--- src/rtl/mux4_arb_pkg.sv ---
// ---------------------------------------------------------------------------
// mux4_arb_pkg
// Shared definitions for the round-robin arbiter that sits in front of the
// fourOneMux gate-level mux.
//   N_REQ        number of requesters (one per mux input)
//   SEL_W        width of the mux select / requester index
//   arb_state_t  arbiter FSM state (IDLE, GRANT)
//   idx2onehot   converts a requester index to a one-hot request-sized vector
// ---------------------------------------------------------------------------
package mux4_arb_pkg;

    localparam int N_REQ = 4;
    localparam int SEL_W = 2;

    typedef enum logic {
        IDLE  = 1'b0,
        GRANT = 1'b1
    } arb_state_t;

    // Turns a requester index into the matching one-hot grant/mask pattern.
    function automatic logic [N_REQ-1:0] idx2onehot(input logic [SEL_W-1:0] idx);
        logic [N_REQ-1:0] oh;
        oh      = '0;
        oh[idx] = 1'b1;
        return oh;
    endfunction

endpackage

--- src/rtl/mux4_rr_arbiter_rr_pick.sv ---
// ---------------------------------------------------------------------------
// rr_pick
// Combinational rotating-priority encoder. Searches the eligible requests
// (req & mask) starting at index ptr and moving upward modulo N_REQ; the
// first set bit wins.
//   req_i    in   N_REQ  raw request vector
//   ptr_i    in   SEL_W  index where the search starts
//   mask_i   in   N_REQ  1 = requester may be picked, 0 = excluded
//   found_o  out  1      at least one eligible request exists
//   idx_o    out  SEL_W  index of the winning requester (ptr_i when none)
// ---------------------------------------------------------------------------
module rr_pick
    import mux4_arb_pkg::*;
(
    input  logic [N_REQ-1:0] req_i,
    input  logic [SEL_W-1:0] ptr_i,
    input  logic [N_REQ-1:0] mask_i,
    output logic             found_o,
    output logic [SEL_W-1:0] idx_o
);

    logic [N_REQ-1:0] eligible;
    logic [SEL_W-1:0] cand;

    assign eligible = req_i & mask_i;

    // Walk the N_REQ positions starting at ptr_i; the index arithmetic wraps
    // naturally because cand is exactly SEL_W bits wide.
    always_comb begin
        found_o = 1'b0;
        idx_o   = ptr_i;
        cand    = ptr_i;
        for (int i = 0; i < N_REQ; i++) begin
            cand = ptr_i + SEL_W'(i);
            if (!found_o && eligible[cand]) begin
                found_o = 1'b1;
                idx_o   = cand;
            end
        end
    end

endmodule

--- src/rtl/mux4_rr_arbiter.sv ---
// ---------------------------------------------------------------------------
// mux4_rr_arbiter
// Round-robin arbiter sharing the fourOneMux between four requesters. One
// requester is granted at a time; the select lines drive the mux directly
// (sel_o[1] -> s1_i, sel_o[0] -> s0_i). A hold limit bounds each burst while
// somebody else is waiting, so nobody starves. All outputs are registered;
// there is no combinational path from req_i to any output.
//   clk_i     in   1      clock, rising edge
//   rst_n_i   in   1      asynchronous active-low reset
//   req_i     in   4      level requests, bit k = requester k
//   grant_o   out  4      one-hot grant, zero when idle
//   sel_o     out  2      index of granted requester, holds value when idle
//   busy_o    out  1      high while any grant is active
// Parameters:
//   MAX_HOLD  consecutive cycles a contested grant may be held (>= 1)
//   CNT_W     hold counter width, 2**CNT_W must exceed MAX_HOLD
// ---------------------------------------------------------------------------
module mux4_rr_arbiter
    import mux4_arb_pkg::*;
#(
    parameter int unsigned MAX_HOLD = 4,
    parameter int unsigned CNT_W    = 3
) (
    input  logic             clk_i,
    input  logic             rst_n_i,
    input  logic [N_REQ-1:0] req_i,
    output logic [N_REQ-1:0] grant_o,
    output logic [SEL_W-1:0] sel_o,
    output logic             busy_o
);

    arb_state_t       state_q, state_d;
    logic [N_REQ-1:0] grant_q, grant_d;
    logic [SEL_W-1:0] sel_q, sel_d;
    logic             busy_q, busy_d;
    logic [SEL_W-1:0] rrPtr_q, rrPtr_d;
    logic [CNT_W-1:0] holdCnt_q, holdCnt_d;

    logic             ownerReq;
    logic             otherReq;
    logic             holdExpired;
    logic [N_REQ-1:0] pickMask;
    logic             pickFound;
    logic [SEL_W-1:0] pickIdx;
    logic             doGrant;
    logic             doHold;

    // The current owner is always the requester named by sel_q while in GRANT.
    assign ownerReq    = req_i[sel_q];
    assign otherReq    = |(req_i & ~idx2onehot(sel_q));
    assign holdExpired = (holdCnt_q == CNT_W'(MAX_HOLD - 1));

    // On hold expiry the owner is still requesting but must step aside, so it
    // is masked out of the search. On release its request bit is already 0.
    always_comb begin
        pickMask = '1;
        if (state_q == GRANT && ownerReq && holdExpired) begin
            pickMask = ~idx2onehot(sel_q);
        end
    end

    rr_pick u_rr_pick (
        .req_i   (req_i),
        .ptr_i   (rrPtr_q),
        .mask_i  (pickMask),
        .found_o (pickFound),
        .idx_o   (pickIdx)
    );

    // State register together with the registered outputs, pointer and
    // hold counter; everything clears asynchronously.
    always_ff @(posedge clk_i or negedge rst_n_i) begin
        if (!rst_n_i) begin
            state_q   <= IDLE;
            grant_q   <= '0;
            sel_q     <= '0;
            busy_q    <= 1'b0;
            rrPtr_q   <= '0;
            holdCnt_q <= '0;
        end else begin
            state_q   <= state_d;
            grant_q   <= grant_d;
            sel_q     <= sel_d;
            busy_q    <= busy_d;
            rrPtr_q   <= rrPtr_d;
            holdCnt_q <= holdCnt_d;
        end
    end

    // Next-state decision. A release always wins over expiry because the
    // owner-request test comes first; new arrivals only matter at release
    // or once the hold counter has reached its limit.
    always_comb begin
        state_d = state_q;
        doGrant = 1'b0;
        doHold  = 1'b0;
        unique case (state_q)
            IDLE: begin
                if (pickFound) begin
                    state_d = GRANT;
                    doGrant = 1'b1;
                end
            end
            GRANT: begin
                if (!ownerReq) begin
                    if (pickFound) begin
                        doGrant = 1'b1;
                    end else begin
                        state_d = IDLE;
                    end
                end else if (holdExpired && otherReq) begin
                    doGrant = 1'b1;
                end else begin
                    doHold = 1'b1;
                end
            end
            default: begin
                state_d = IDLE;
            end
        endcase
    end

    // Output/datapath next values. A new grant restarts the hold counter and
    // moves the round-robin pointer just past the new owner. The counter
    // saturates so a sole requester keeps the grant indefinitely.
    always_comb begin
        grant_d   = grant_q;
        sel_d     = sel_q;
        busy_d    = busy_q;
        rrPtr_d   = rrPtr_q;
        holdCnt_d = holdCnt_q;
        if (doGrant) begin
            grant_d   = idx2onehot(pickIdx);
            sel_d     = pickIdx;
            busy_d    = 1'b1;
            rrPtr_d   = pickIdx + SEL_W'(1);
            holdCnt_d = '0;
        end else if (state_d == IDLE) begin
            grant_d = '0;
            busy_d  = 1'b0;
        end else if (doHold && !holdExpired) begin
            holdCnt_d = holdCnt_q + CNT_W'(1);
        end
    end

    assign grant_o = grant_q;
    assign sel_o   = sel_q;
    assign busy_o  = busy_q;

endmodule

--- config.mk ---
export PLATFORM = sky130hd
export DESIGN_NAME = mux4_rr_arbiter
export DESIGN_NICKNAME = d
export VERILOG_FILES = /design/src/rtl/mux4_arb_pkg.sv /design/src/rtl/mux4_rr_arbiter_rr_pick.sv /design/src/rtl/mux4_rr_arbiter.sv
export SDC_FILE = /design/constraint.sdc
export NUM_CORES = 1
export LEC_CHECK = 0
export CAP_MARGIN = 0
export CORE_MARGIN = 8
export CORE_UTILIZATION = 47
export CTS_CLUSTER_DIAMETER = 150
export DETAILED_ROUTE_END_ITERATION = 6
export PLACE_DENSITY = 0.74
export SLEW_MARGIN = 0
export SYNTH_ARGS = -nofsm -noshare
export SYNTH_HDL_FRONTEND = slang
export SYNTH_SLANG_ARGS = --single-unit
--- constraint.sdc ---
create_clock -name clk_i -period 2.4 [get_ports clk_i]
set_input_delay 0.24 -clock clk_i [delete_from_list [all_inputs] [get_ports clk_i]]
set_output_delay 0.24 -clock clk_i [all_outputs]
set_load 0.01 [all_outputs]
Yosys cells after proc, flatten, opt, wreduce, memory -nomap -nowiden --
Cells that the tools add are included.
Word-level totals: flip-flop bits (word level) 13, bits of input ports 6, output and inout port bits 7, logic and storage cells 80
Operators by class: $add $sub $neg 5, magnitude comparators 8, equality and inequality tests 2, muxes and demuxes 38, bitwise logic cells 4, reduce and logical (&&, ||, !) cells 17
Operators with widths (count):
- $mux 1 | 20
- $lt 2x3->1 const B | 6
- $mux 4 | 3
- $bmux 1 s2 | 5
- $logic_and 1x1->1 | 9
- $mux 3 | 3
- $and 4x4->4 | 2
- $mux 2 | 3
- $add 2x1->2 const B | 2
- $add 2x2->2 const B | 2
- $demux 1 s2 | 2
- $ge 2x1->1 const B | 2
- $logic_not 1->1 | 4
- $not 4->4 | 1
- $pmux 1 s2 | 2
- $reduce_bool 2->1 | 2
- $reduce_or 4->1 | 1
- $add 3x1->3 const B | 1
- $eq 3x2->1 const B | 1
- $ne 2x1->1 const B | 1
- $reduce_and 2->1 | 1
- $not 1->1 | 1

Logic depth before layout (Yosys ltp) --
depth after elaboration 24, mapped depth 9, depth with buffers taken out 9

Modules after synthesis --
Synthesis repeated with hierarchy kept, for this count alone.
Unflattened totals: cell total of the unflattened synthesis 85, area total of the unflattened synthesis 879.6 µm²
By module, submodules not included:
- mux4_rr_arbiter | instances 1, cells an instance 67, area an instance 762.0 µm², seq. area each 325.3 µm²
- rr_pick | instances 1, cells an instance 18, area an instance 117.6 µm², seq. area each 0.0 µm²

Least setup slack after synthesis --
OpenSTA, ideal clock, no wires.
kind flip-flop to flip-flop, start point register holdCnt_q[0], end point register rrPtr_q[1], library setup time 125 ps, data arrival time 2226 ps, required time 2275 ps, setup slack 49 ps, stages on the path, launching flop included 9, path buffers 0, period minus slack after synthesis 2351 ps, cells stage by stage dfrtp_1 ha_1 ha_1 nand3b_1 o21ai_1 o2bb2ai_1 a222oi_1 ha_1 mux2_4
Between the ends: elaborated cells between the ends (all ways) 31, classes of those cells 1 x add/sub; 1 x eq/ne; 20 x mux; 1 x bitwise; 8 x reduce/logical
RTL lines:
- start: declaration | RTL line mux4_rr_arbiter.sv:37 | logic [CNT_W-1:0] holdCnt_q, holdCnt_d;
- start signal: assignment | RTL line mux4_rr_arbiter.sv:86 | holdCnt_q <= holdCnt_d;
- $eq 3x2->1 (*) | RTL line mux4_rr_arbiter.sv:51 | assign holdExpired = (holdCnt_q == CNT_W'(MAX_HOLD - 1));
- $logic_and 1x1->1 (*) | RTL line mux4_rr_arbiter.sv:57 | if (state_q == GRANT && ownerReq && holdExpired) begin
- $mux 4 (*) | RTL line mux4_rr_arbiter.sv:57
- $and 4x4->4 (*) | RTL line mux4_rr_arbiter_rr_pick.sv:25 | assign eligible = req_i & mask_i;
- $bmux 1 s2 | RTL line mux4_rr_arbiter_rr_pick.sv:35 | if (!found_o && eligible[cand]) begin
- $mux 1 (implied by the code) | RTL line mux4_rr_arbiter_rr_pick.sv:35
- $mux 1 | RTL line mux4_rr_arbiter_rr_pick.sv:35
- $logic_not 1->1 | RTL line mux4_rr_arbiter_rr_pick.sv:35
- (+2 left out)
- $logic_not 1->1 | RTL line mux4_rr_arbiter_rr_pick.sv:35
- $logic_and 1x1->1 | RTL line mux4_rr_arbiter_rr_pick.sv:35
- $mux 1 | RTL line mux4_rr_arbiter_rr_pick.sv:35
- $logic_not 1->1 | RTL line mux4_rr_arbiter_rr_pick.sv:35
- $logic_and 1x1->1 | RTL line mux4_rr_arbiter_rr_pick.sv:35
- $mux 2 (*) | RTL line mux4_rr_arbiter_rr_pick.sv:35
- named net pickIdx[0] | RTL line mux4_rr_arbiter.sv:44 | logic [SEL_W-1:0] pickIdx;
- $add 2x1->2 (*) | RTL line mux4_rr_arbiter.sv:136 | rrPtr_d = pickIdx + SEL_W'(1);
- end signal: assignment | RTL line mux4_rr_arbiter.sv:85 | rrPtr_q <= rrPtr_d;
- end: declaration | RTL line mux4_rr_arbiter.sv:36 | logic [SEL_W-1:0] rrPtr_q, rrPtr_d;
Mark *: on every way through the listed nets, which the timed path passes. The rest lies on a longest branch. The select of a mux whose other input is x is not followed. A chain may end at the register's enable or synchronous reset.

Final worst setup path --
Ends and elaborated chain as after synthesis.

==> metrics.md <==
| Metric | Value |
|---|---|
| DRC errors left | 0 |
| Via total after detailed routing | 736 |
| Overflow after GRT | 0 |
| Maximum frequency from static timing analysis | 424 MHz |
| Standard-cell row count | 15 |
| Share of Yosys cell area claimed by the top area cell type | 0.380 |
| DR iter-0 viols | 34 |
| Cts hold-fix bufs | 0 |
| Synthesis-stage register bit count | 13 |
| Post-route clock period utilization | 0.983 |
| Start of the worst register-to-register path | holdCnt_q[0] |
| Distinct cell type count after synthesis | 36 |
| Clock input transition at the sequential cells of the worst setup and hold paths | 0.08 ns |
| X dimension of the die | 58.7 um |
| Biggest area contributors in the synthesized netlist | dfrtp_1, ha_1, a22o_1 |
| Worst hold margin | 0.326 ns |
| Reported max-cap violation count | 0 |
| Reg-to-reg setup timing slack | 0.04 ns |
| Share of total power in combinational logic | 0.580 |
| Nets | 119 |
| Most frequent standard cell in the layout excluding fill and tap cells | dfrtp_1 |
| Commonest cells after routing, fill and taps aside | dfrtp_1, clkdlybuf4s50_1, buf_4 |
| Critical-path top delay cell | dfrtp_1 |
| Clock root buffer master | clkbuf_4 |
| Flop pwr share | 0.308 |
| Clock insertion delay at the later pin of the skew report | 0.27 ns |
| Path depth of the worst reg2reg path | 9 |
| Largest stage delay, worst path | 0.38 ns |
| Power per cell area | 1100 nW/um^2 |
| R2R Path End | rrPtr_q[1] |
| Detail-routed net length per standard cell | 15.0 um |
| Number of nets produced by synthesis | 93 |
| Levels on crit path | 9 |
| Final period demand of the worst path | 2.36 ns |
| Met1 track utilization from global routing | 0.136 |
| Routed wire length | 1.97 mm |
| Main flop type after synthesis | dfrtp_1 |
| Final hold violation count | 0 |
| Met2 demand-to-capacity share in global routing | 0.213 |
| Number of buffer and inverter stages on the critical path | 1 |
| Final sum of negative setup slack | 0 ns |
| Post-Synthesis Mean Instance Area | 10.6 sq um |
| Slew at the pin with the worst max-slew slack | 0.573 ns |
| Total number of yosys warnings | 0 |
| Number of pins exceeding their max-slew limit in the final report | 0 |
| Clock Tree Buf Depth | 2 |
| Final HPWL from detailed placement | 1.50 mm |
| Peak VDD IR | 717 uV |
| Share of power burned in the clock network | 0.112 |
| Switch share | 0.385 |
| Relative slew slack | 0.617 |
| Filler cell count in the final layout | 134 |
| Maximum level of the CTS H-tree | 1 |
| Total iterations of the first detailed-routing run | 4 |
| Crit path DAT | 2.53 ns |
| Total internal power | 766 uW |
| Required time of the worst setup path | 2.57 ns |
| Number of flops mapped to enable cells by yosys | 0 |
| Area inside the core boundary | 1730 sq um |
| Final weighted congestion in routability-driven placement | 0.840 |
| Layout cells sized above 1 | 0.264 |
| Critical Setup Path Class | reg2reg |
| Clock skew | 0.00199 ns |
| Net Sw Power | 479 uW |
| Async set-reset flop share out of synthesis | 1.00 |
| Crit path launch type | flop |
| Proportion of synthesized chip area in sequential cells | 0.380 |
| Largest net degree at the start of global routing | 14 |
| Critical Path Most Common Cell | ha_4 |
| Pleak | 0.000498 uW |
| Busiest grt layer | met2 |
| Synth Cell Area | 857 sq um |
| Family with the most delay on the worst path | compound AO/OA/AOI/OAI gates |
| Die outline area | 3450 sq um |
| Endpoint class of the critical path | flop |
| Worst hold-check path type | in2async |
| Die Height | 58.7 um |
| Synth-to-Final Area Change | 32.6% |
| Via count of the first global-routing pass | 720 |
| Number of clock buffers inserted by TritonCTS | 3 |
| RSZ-0062 raised after global routing | true |
| Met3 usage in global routing | 0.0413 |
| Antenna violations before repair | 0 |
| Number of placed I/O pins | 13 |
| Number of nets still failing antenna checks after routing | 0 |
| Synthesized instance count | 81 |
| Routed via count divided by cell count | 5.62 |
| Area leader, netlist | dfrtp_1 |
| Clock sink count | 13 |
| Number of failing setup endpoints in the final timing report | 0 |
| Max Fanout on Critical Path | 6 |
| Antenna cells | 0 |
| Result of the run | finished, final reports clean |
| Global-route wire length before repair | 3.30 mm |
| CTS tree | built |
| Port Buf Inserts | 12 |
| Starting utilization of the core area | 0.496 |
| Cell chain of the critical path | ha_2 > ha_4 > nand3b_1 > o22a_1 > o2bb2ai_1 > a222oi_1 > buf_4 > ha_4 > mux2_4 |
| Aggregate global-route resource usage | 0.122 |
[cell type report]
cell class,instances,area (sq um),share of cell area
clock buffer,4,26.3,0.0231
timing repair buffer,23,203,0.178
tap,25,31.3,0.0275
sequential,13,325,0.286
multi-input combinational,58,520,0.458
inverter,8,30.0,0.0264
[synth_stat cells, types with 2 or more instances]
library cell and count:
o21ai_1 2, mux2_1 2, o2bb2ai_1 2, mux2_4 2, inv_1 8, o22ai_1 2
nor2_1 2, mux2i_1 2, o21ai_0 4, a222oi_1 2, nand2_1 8, dfrtp_1 13
ha_1 6, a22o_1 4
[worst reg2reg max path: stages, from the launching register on]
cell       delay (ns)
dfrtp_1          0.38
ha_2             0.20
ha_4             0.17
nand3b_1         0.12
o22a_1           0.23
o2bb2ai_1        0.14
a222oi_1         0.35
buf_4            0.21
ha_4             0.19
mux2_4           0.26
[flip-flops by register name, indices dropped and copies added, names as in the netlist]
name and flops:
grant_o 4, busy_o 1, state_q 1, sel_o 2
rrPtr_q 2, holdCnt_q 3
[worst max-delay path by stage]
stage / slack, ns / endpoint / start
global route: -0.03 / rrPtr_q[1] / holdCnt_q[0]
finish: 0.04 / rrPtr_q[1] / holdCnt_q[0]
detailed placement: -0.06 / rrPtr_q[1] / holdCnt_q[0]
global placement: -0.02 / rrPtr_q[1] / req_i[0]
CTS: 0.01 / rrPtr_q[1] / holdCnt_q[0]
floorplan: 0.05 / rrPtr_q[1] / holdCnt_q[0]
[kinds of logic (layout without fill, tap and decap cells)]
kind of cell | Yosys count | after routing | share of synthesized area
AOI/OAI and AO/OA | 24 | 24 | 0.228
adders and majority gates | 6 | 6 | 0.0876
buffers and inverters | 10 | 35 | 0.0526
DFF | 13 | 13 | 0.380
muxes | 7 | 7 | 0.111
and+or+nand+nor | 21 | 21 | 0.142
[power by group through the flow]
stage               Clock (uW)  Combinational (uW)  Sequential [uW]
floorplan                    0                 444              377
global placement             0                 658              382
detailed placement           0                 676              386
CTS                        141                 686              382
global route               154                 797              394
finish                     139                 721              383
[metal layers]
metal,up-vias,share of wire
met4,0,0.012
met3,4,0.046
li1,357,-
met1,355,0.44
met5,-,0
met2,20,0.50
[metrics by stage]
stage	instances	area [sq um]	total power (uW)	setup WS, ns	utilization
detailed placement	126	1070	1060	-0.0556	0.619
finish	131	1140	1240	0.0404	0.658
global placement	126	1070	1040	-0.0203	0.619
floorplan	81	857	822	0.0488	-
CTS	130	1110	1210	0.0126	0.641
global route	131	1140	1340	-0.0341	0.658
[repair_timing]
action | in CTS | in global routing
pin swaps | 0 | 5
gates resized for setup | 2 | 5
endpoints found under the setup margin | 3 | 4
cloned | 0 | 0
setup buffers | 0 | 1
(Power assumes the default switching activity.)
